### src/rtl/keypad_pkg.sv
// keypad_pkg: shared FSM states, key code constants and helpers for the keypad scanner
package keypad_pkg;
  typedef enum logic [1:0] {SCAN, PRESS_DB, HELD} state_t;
  localparam logic [3:0] KEY_A    = 4'd10;
  localparam logic [3:0] KEY_B    = 4'd11;
  localparam logic [3:0] KEY_C    = 4'd12;
  localparam logic [3:0] KEY_D    = 4'd13;
  localparam logic [3:0] KEY_STAR = 4'd14;
  localparam logic [3:0] KEY_HASH = 4'd15;
  function automatic logic [1:0] idx4(input logic [3:0] oh);
    return oh[0] ? 2'd0 : oh[1] ? 2'd1 : oh[2] ? 2'd2 : 2'd3;
  endfunction
  function automatic logic [3:0] keymap(input logic [1:0] row_idx, input logic [1:0] col_idx);
    return col_idx == 2'd3 ? (row_idx == 2'd0 ? KEY_A : row_idx == 2'd1 ? KEY_B : row_idx == 2'd2 ? KEY_C : KEY_D) :
           row_idx == 2'd3 ? (col_idx == 2'd0 ? KEY_STAR : col_idx == 2'd1 ? 4'd0 : KEY_HASH) :
           4'(row_idx * 3 + col_idx + 1);
  endfunction
endpackage

### src/rtl/keypad_tick_gen.sv
// keypad_tick_gen: one-clk scan tick every CLK_HZ/SCAN_HZ clocks
module keypad_tick_gen #(
  parameter int CLK_HZ  = 27_000_000,
  parameter int SCAN_HZ = 1_000
) (
  input  logic clk,
  input  logic rst_n,
  output logic tick
);
  localparam int TICK_DIV = CLK_HZ / SCAN_HZ;
  localparam int CW = $clog2(TICK_DIV);
  logic [CW-1:0] cnt;
  assign tick = cnt == CW'(TICK_DIV - 1);
  always_ff @(posedge clk or negedge rst_n)
    if (!rst_n) cnt <= '0;
    else cnt <= tick ? '0 : cnt + 1'b1;
endmodule

### src/rtl/keypad_scan_ctrl.sv
// keypad_scan_ctrl: 4x4 keypad scan, press/release debounce and one-entry key event buffer.
// Define KEYPAD_AUTOREPEAT_EN to add auto-repeat events while a key stays held.
module keypad_scan_ctrl
  import keypad_pkg::*;
#(
  parameter int CLK_HZ       = 27_000_000,
  parameter int SCAN_HZ      = 1_000,
  parameter int DEBOUNCE_TKS = 8,
  parameter int REPEAT_DLY   = 500,
  parameter int REPEAT_PER   = 100
) (
  input  logic       clk,
  input  logic       rst_n,
  input  logic [3:0] row_i,
  output logic [3:0] col_o,
  output logic [3:0] key_code,
  output logic       key_valid,
  input  logic       key_ready,
  output logic       key_held,
  output logic       overrun
);
  if (CLK_HZ / SCAN_HZ < 2) $error("scan tick divider must be at least 2");
  if (DEBOUNCE_TKS < 1 || DEBOUNCE_TKS > 255) $error("DEBOUNCE_TKS out of range");
  if (REPEAT_DLY < 1 || REPEAT_PER < 1) $error("repeat intervals must be positive");
  state_t state, state_nx;
  logic tick, one_low, idle, match, db_done, ev_press, ev_rpt, ev, xfer;
  logic [3:0] row_m, row_s, low, lat_rows, lat_code;
  logic [7:0] db_cnt;
  keypad_tick_gen #(.CLK_HZ(CLK_HZ), .SCAN_HZ(SCAN_HZ)) u_tick (.clk(clk), .rst_n(rst_n), .tick(tick));
  assign low     = ~row_s;
  assign one_low = low != 4'd0 && (low & (low - 4'd1)) == 4'd0;
  assign idle    = row_s == 4'hF;
  assign match   = row_s == lat_rows;
  assign db_done = db_cnt == 8'(DEBOUNCE_TKS - 1);
  assign xfer    = key_valid & key_ready;
  always_ff @(posedge clk or negedge rst_n)
    if (!rst_n) state <= SCAN;
    else state <= state_nx;
  always_comb begin
    state_nx = state;
    if (tick)
      case (state)
        SCAN:     state_nx = one_low ? PRESS_DB : SCAN;
        PRESS_DB: state_nx = !match ? SCAN : db_done ? HELD : PRESS_DB;
        HELD:     state_nx = idle && db_done ? SCAN : HELD;
        default:  state_nx = SCAN;
      endcase
  end
  always_comb begin
    ev_press = tick && state == PRESS_DB && match && db_done;
    ev       = ev_press | ev_rpt;
  end
`ifdef KEYPAD_AUTOREPEAT_EN
  logic [15:0] rpt_cnt;
  logic rpt_first;
  assign ev_rpt = tick && state == HELD && match &&
                  rpt_cnt == 16'(rpt_first ? REPEAT_DLY - 1 : REPEAT_PER - 1);
  // counts only ticks where the key is still down, so release debounce never repeats
  always_ff @(posedge clk or negedge rst_n)
    if (!rst_n) begin
      rpt_cnt   <= '0;
      rpt_first <= 1'b1;
    end else if (state != HELD) begin
      rpt_cnt   <= '0;
      rpt_first <= 1'b1;
    end else if (tick && match) begin
      rpt_cnt   <= ev_rpt ? '0 : rpt_cnt + 16'd1;
      rpt_first <= rpt_first & ~ev_rpt;
    end
`else
  assign ev_rpt = 1'b0;
`endif
  always_ff @(posedge clk or negedge rst_n)
    if (!rst_n) begin
      row_m    <= 4'hF;
      row_s    <= 4'hF;
      col_o    <= 4'b1110;
      lat_rows <= 4'hF;
      lat_code <= 4'd0;
      db_cnt   <= 8'd0;
      key_held <= 1'b0;
    end else begin
      row_m    <= row_i;
      row_s    <= row_m;
      key_held <= state_nx == HELD;
      if (tick && state == SCAN && !one_low) col_o <= {col_o[2:0], col_o[3]};
      if (tick && state == SCAN && one_low) begin
        lat_rows <= row_s;
        lat_code <= keymap(idx4(low), idx4(~col_o));
      end
      if (state_nx != state) db_cnt <= 8'd0;
      else if (tick && state == PRESS_DB) db_cnt <= db_cnt + 8'd1;
      else if (tick && state == HELD) db_cnt <= idle ? db_cnt + 8'd1 : 8'd0;
    end
  // one-entry buffer: a new event replaces only an empty or simultaneously drained slot
  always_ff @(posedge clk or negedge rst_n)
    if (!rst_n) begin
      key_code  <= 4'd0;
      key_valid <= 1'b0;
      overrun   <= 1'b0;
    end else begin
      overrun <= ev && key_valid && !key_ready;
      if (ev && (!key_valid || key_ready)) begin
        key_code  <= lat_code;
        key_valid <= 1'b1;
      end else if (xfer) key_valid <= 1'b0;
    end
endmodule

### config.mk
export PLATFORM = sky130hd
export DESIGN_NAME = keypad_scan_ctrl
export DESIGN_NICKNAME = d
export VERILOG_FILES = /design/src/rtl/keypad_pkg.sv /design/src/rtl/keypad_tick_gen.sv /design/src/rtl/keypad_scan_ctrl.sv
export SDC_FILE = /design/constraint.sdc
export NUM_CORES = 1
export LEC_CHECK = 0
export ABC_CLOCK_PERIOD_IN_PS = 8400
export CORE_MARGIN = 2
export CORE_UTILIZATION = 30
export DETAILED_ROUTE_END_ITERATION = 10
export DONT_BUFFER_PORTS = 1
export PLACE_DENSITY = 0.49
export SYNTH_ARGS = -nofsm -noshare
export SYNTH_HDL_FRONTEND = slang
export SYNTH_SLANG_ARGS = --single-unit
export TNS_END_PERCENT = 100
### constraint.sdc
create_clock -name clk -period 8.4 [get_ports clk]
set_clock_uncertainty 0.15 [all_clocks]
set_input_delay 1.68 -clock clk [delete_from_list [all_inputs] [get_ports clk]]
set_output_delay 1.68 -clock clk [all_outputs]
set_load 0.02 [all_outputs]
; ---- Word level (Yosys, flattened, before mapping)
; Index checks and enable logic that the tools add are counted.
[classes]
add_sub_neg = 5
multipliers = 1
n_eq_ne = 13
n_mux = 26
bitwise = 4
reduce_logical = 23
[ops]
columns = op, n
row1 = $mux 8, 4
row2 = $mux 2, 8
row3 = $mux 4, 4
row4 = $add 15x1->15 const B, 1
row5 = $eq 15x15->1 const B, 1
row6 = $mux 15, 1
row7 = $logic_and 1x1->1, 12
row8 = $eq 2x2->1 const B, 5
row9 = $add 8x1->8 const B, 1
row10 = $eq 8x3->1 const B, 1
row11 = $eq 2x1->1 const B, 3
row12 = $logic_not 2->1, 3
row13 = $mux 1, 6
row14 = $mux 3, 2
row15 = $pmux 2 s3, 1
row16 = $add 4x1->4 const B, 1
row17 = $add 4x2->4, 1
row18 = $and 4x4->4, 1
row19 = $eq 4x4->1, 1
row20 = $eq 4x4->1 const B, 1
row21 = $logic_not 4->1, 1
row22 = $mul 2x2->4 const B, 1
row23 = $not 4->4, 1
row24 = $reduce_bool 4->1, 1
row25 = other kinds (8), 10
[word_totals]
reg_bits = 52
input_bits = 7
out_inout_bits = 11

; ---- Longest topological paths before layout
[depth]
ltp_word = 10
ltp_mapped = 10
mapped_depth_nobuf = 10

; ---- Modules after synthesis
; A second synthesis with hierarchy kept.
[unflattened]
hier_cells = 253
hier_area_um2 = 2807.7
[by_module_without_submodules]
columns = mod, n_inst, cells_per_inst, area_each_um2
row1 = keypad_scan_ctrl, 1, 186, 2083.2
row2 = keypad_tick_gen, 1, 67, 724.4

; ---- Worst setup path before layout
; Ideal clock, no wire load.
[synth_path]
path_type = register to register
startpoint = register row_s[1]
endpoint = register lat_code[2]
arrival_ps = 2639
path_slack_ps = 5546
path_stages_with_launch = 11
synth_period_minus_slack_ps = 2854
path_cell_list = dfstp_2 inv_1 o21ai_0 inv_1 fa_1 fa_1 xnor2_1 o21ai_0 o31ai_1 a221oi_1 a21o_1
[synth_between]
elab_chain_cells = 8
[synth_rtl]
columns = element, line_no
row1 = start: declaration, keypad_scan_ctrl.sv:27  ; logic [3:0] row_m, row_s, low, lat_rows, lat_code;
row2 = start signal: assignment, keypad_scan_ctrl.sv:84  ; row_s <= row_m;
row3 = $not 4->4 *, keypad_scan_ctrl.sv:30  ; assign low = ~row_s;
row4 = $mux 2 (2 in a row), keypad_pkg.sv:11  ; return oh[0] ? 2'd0 : oh[1] ? 2'd1 : oh[2] ? 2'd2 : 2'd3;
row5 = $mul 2x2->4, keypad_pkg.sv:16  ; 4'(row_idx * 3 + col_idx + 1);
row6 = $add 4x2->4, keypad_pkg.sv:16
row7 = $add 4x1->4, keypad_pkg.sv:16
row8 = $mux 4, keypad_pkg.sv:15  ; row_idx == 2'd3 ? (col_idx == 2'd0 ? KEY_STAR : col_idx == 2'd1 ? 4'd0 : KEY_HASH) :
row9 = $mux 4, keypad_pkg.sv:14  ; return col_idx == 2'd3 ? (row_idx == 2'd0 ? KEY_A : row_idx == 2'd1 ? KEY_B : row_idx == 2'd2 ? KEY_C : KEY_D) ...
row10 = end signal: assignment, keypad_scan_ctrl.sv:89  ; lat_code <= keymap(idx4(low), idx4(~col_o));
row11 = end: declaration, keypad_scan_ctrl.sv:27
; Every way passes the cells marked *; elsewhere a longest branch is shown, timed or not.
; A chain may end at the register's enable or synchronous reset.

; ---- Worst setup path in the final report
; Ends and elaborated chain as after synthesis.

==> results.md <==
- Outcome: finished, final reports clean
- Synth top area cells: dfrtp_1 33%, dfstp_2 14%, xnor2_1 5.4%
- GP Congestion: 0.758
- Tot Pwr: 449 uW
- Antenna Cells: 0
- Post-CTS Setup Repair Bufs: 0
- Seq/Total Area, Yosys: 0.477
- Setup violators final: 0
- Worst path slowest cell: dfstp_2
- R2r worst-path depth: 10
- Syn Area/Cell: roughly 11 um^2
- Max Slew Vio Count: 0
- Leak: 0.00132 uW
- Setup WS post-layout: 5.36 ns
- Port Buffers: 0
- Util after Layout: 0.328
- Min-Delay Endpoint: row_s[3]$_DFF_PN1_
- Cells after Synth: ~250
- Routed Antenna Nets: 0
- Gr ovfl total: 0
- Most frequent cells in the layout: 37 x dfrtp_1, 20 x nand2_1, 17 x xnor2_1
- Clock buffer depth: 2
- Vias: 1842
- Worst setup SP type: flop
- Share of cells above drive strength 1: 0.150
- Skew-Pair Late Insertion Delay: 0.30 ns
- Post-Syn Area: ~2800 um^2
- Final HPWL DP: 3570 um
- Clk slew on worst S/H paths: 0.10 ns
- Slew headroom: 0.245
- Critical path launch point: row_s[1]$_DFF_PN1_
- Critical path buffers and inverters: 2
- Vias per cell: between 5 and 6
- Slew of the pin with the lowest slew margin: between 1 and 1.5 ns
- DRC Markers: 0
- Crit path cell chain: inv_1 -> o21ai_0 -> inv_1 -> fa_1 -> fa_1 -> xnor2_1 -> o21ai_0 -> o31ai_1 -> a221oi_1 -> a21o_1
- Reg2Reg Capture Point: lat_code[2]$_DFFE_PN0P_
- Max-cap violations: 0
- Commonest non-fill, non-tap cell in the layout: dfrtp_1
- Die Ht: around 100 um
- Synth area leader: dfrtp_1
- Worst path max stage delay: 0.58 ns
- Starting Density: 0.304
- Reg2reg start: row_s[1]$_DFF_PN1_
- Worst Path Required: 8.50 ns
- Gr usage total: 0.114
- DRT Pass-1 Iters: 4
- Post-Syn Nets: 271
- Iter 0 DRT Violations: 45
- Setup TNS: 0 ns
- Die area: 10000 um^2
- Hold Crit Start: row_m[3]$_DFF_PN1_
- Cts bufs inserted: 5
- Drt total wl: 5220 um
- Pin count of the biggest net entering global routing: 53
- Critical path peak fanout: 6
- Fmax: 0.329 GHz
- Post-cts resize count: 0
- Share of the synthesized area in the top cell type: 0.335
- Number of clock sinks: 52
- Ys Warns: 0
- CP delay by family, top: compound AO/OA/AOI/OAI gates
- Hold Path Depth: 0
- Nets: 269
- Synth Register Bits: between 50 and 60
- Minimum clock period: 3.04 ns
- H-tree depth: 2
- PwrDens: 150 nW/um^2
- Area growth syn-to-layout: 7.92%
- CP arrival: approximately 3.1 ns
- Hold Violations, Final: 0
- Vias in the first global route: between 1500 and 2000
- Async S/R FF share, synth: 1.00
- CTS tree: yes
- Number of flops mapped to enable cells by yosys: 0
- Type of the worst min-delay path: flop to flop
- Yosys cell types: between 50 and 60
- Worst R2R Setup Slack: 5.36 ns
- Placeable core area: just over 9000 um^2
- Wire length per cell: 14.3 um
- Hold_buf cts: 0
- RSZ-0062 raised after global routing: no
- I/O pins: 18
- Tcrit/Tclk final: 0.362
- CTS root buf: clkbuf_8
- VDD IR max: 0.0632 mV
- Initial antenna violation count: 0
- Die width: 100 um
- Post-synth top flop: dfrtp_1
- Global-route wire length before repair: 9190 um
- Crit end category: flop
- DP Worst Slack: 5.33 ns
- Row count: 35
- Critical path class: flop to flop
sequential cells by signal (all words and copies together) (netlist names):
name        cells
u_tick.cnt     15
db_cnt          8
col_o           4
key_code        4
lat_code        4
lat_rows        4
row_m           4
row_s           4
state           2
key_held        1
key_valid       1
overrun         1
how the worst max path moves through the flow:
| stage | endpoint | depth (start not counted) |
|---|---|---|
| final | lat_code[2]$_DFFE_PN0P_ | 10 |
| after global routing | lat_code[2]$_DFFE_PN0P_ | 10 |
| after CTS | lat_code[2]$_DFFE_PN0P_ | 10 |
| after detailed placement | lat_code[2]$_DFFE_PN0P_ | 10 |
| after global placement | lat_code[2]$_DFFE_PN0P_ | 10 |
| after floorplan | lat_code[2]$_DFFE_PN0P_ | 10 |
metrics by stage:
stage / std cells / hold WS (ns) / cell area, um^2
final: 364 / 0.210 / 2980
after floorplan: 254 / 0.195 / 2770
after detailed placement: 356 / 0.197 / 2870
after global placement: 356 / 0.197 / 2870
after global routing: 364 / 0.213 / 2980
after CTS: 364 / 0.211 / 2980
cell usage after synthesis (all sizes together) (2+ instances only):
cell    instances
nand4           5
a31oi           2
dfstp          15
o21ai          10
nor3           10
nor2           14
and4bb          2
nand4b          3
nand2          21
nand3          14
and2            4
o31ai           2
nor4           10
mux2i           3
fa              2
and3            3
o211a           4
or4             2
nor4b           3
mux2           10
clkbuf          7
a21o            4
inv             6
a21oi           4
ha              8
buf             2
and4            2
nor2b           6
xor2            9
xnor2          17
dfrtp          37
worst register-to-register path, cell delays in order (launching register included):
cell,delay [ns]
dfstp_2,0.58
inv_1,0.06
o21ai_0,0.30
inv_1,0.15
fa_1,0.52
fa_1,0.42
xnor2_1,0.15
o21ai_0,0.15
o31ai_1,0.09
a221oi_1,0.31
a21o_1,0.12
power by group:
part | internal (uW) | switching, uW
combinational | 6.66 | 8.02
sequential | 254 | 2.03
clock | 96.1 | 81.8
total | 357 | 91.9
area by class of cell:
cell class / count / area, um^2
clock buffer: 6 / 82.6
clock inverter: 2 / 33.8
tap: 111 / 139
sequential: 52 / 1320
fill: 928 / 6120
inverter: 6 / 22.5
multi-input combinational: 187 / 1390
metal layers:
metal  wire (um)  vias to the layer above  share of wire  global-route usage
li1            -                      910              -                   -
met1        2620                      907           0.50               0.155
met2        2440                       21           0.47               0.181
met3         109                        4          0.021              0.0279
met4          55                        0          0.011              0.0348
met5           0                        -              0                   0
cell families after synthesis:
kind of cell | after synthesis | synth area share
AND/OR/NAND/NOR | 104 | 0.220
flip-flops | 52 | 0.477
AO/OA/AOI/OAI | 34 | 0.0955
XOR/XNOR | 26 | 0.0824
buffers and inverters | 15 | 0.0213
multiplexers | 13 | 0.0529
adder cells (fa/ha/maj) | 10 | 0.0507
Note: power is estimated with default switching activity, not from simulation.
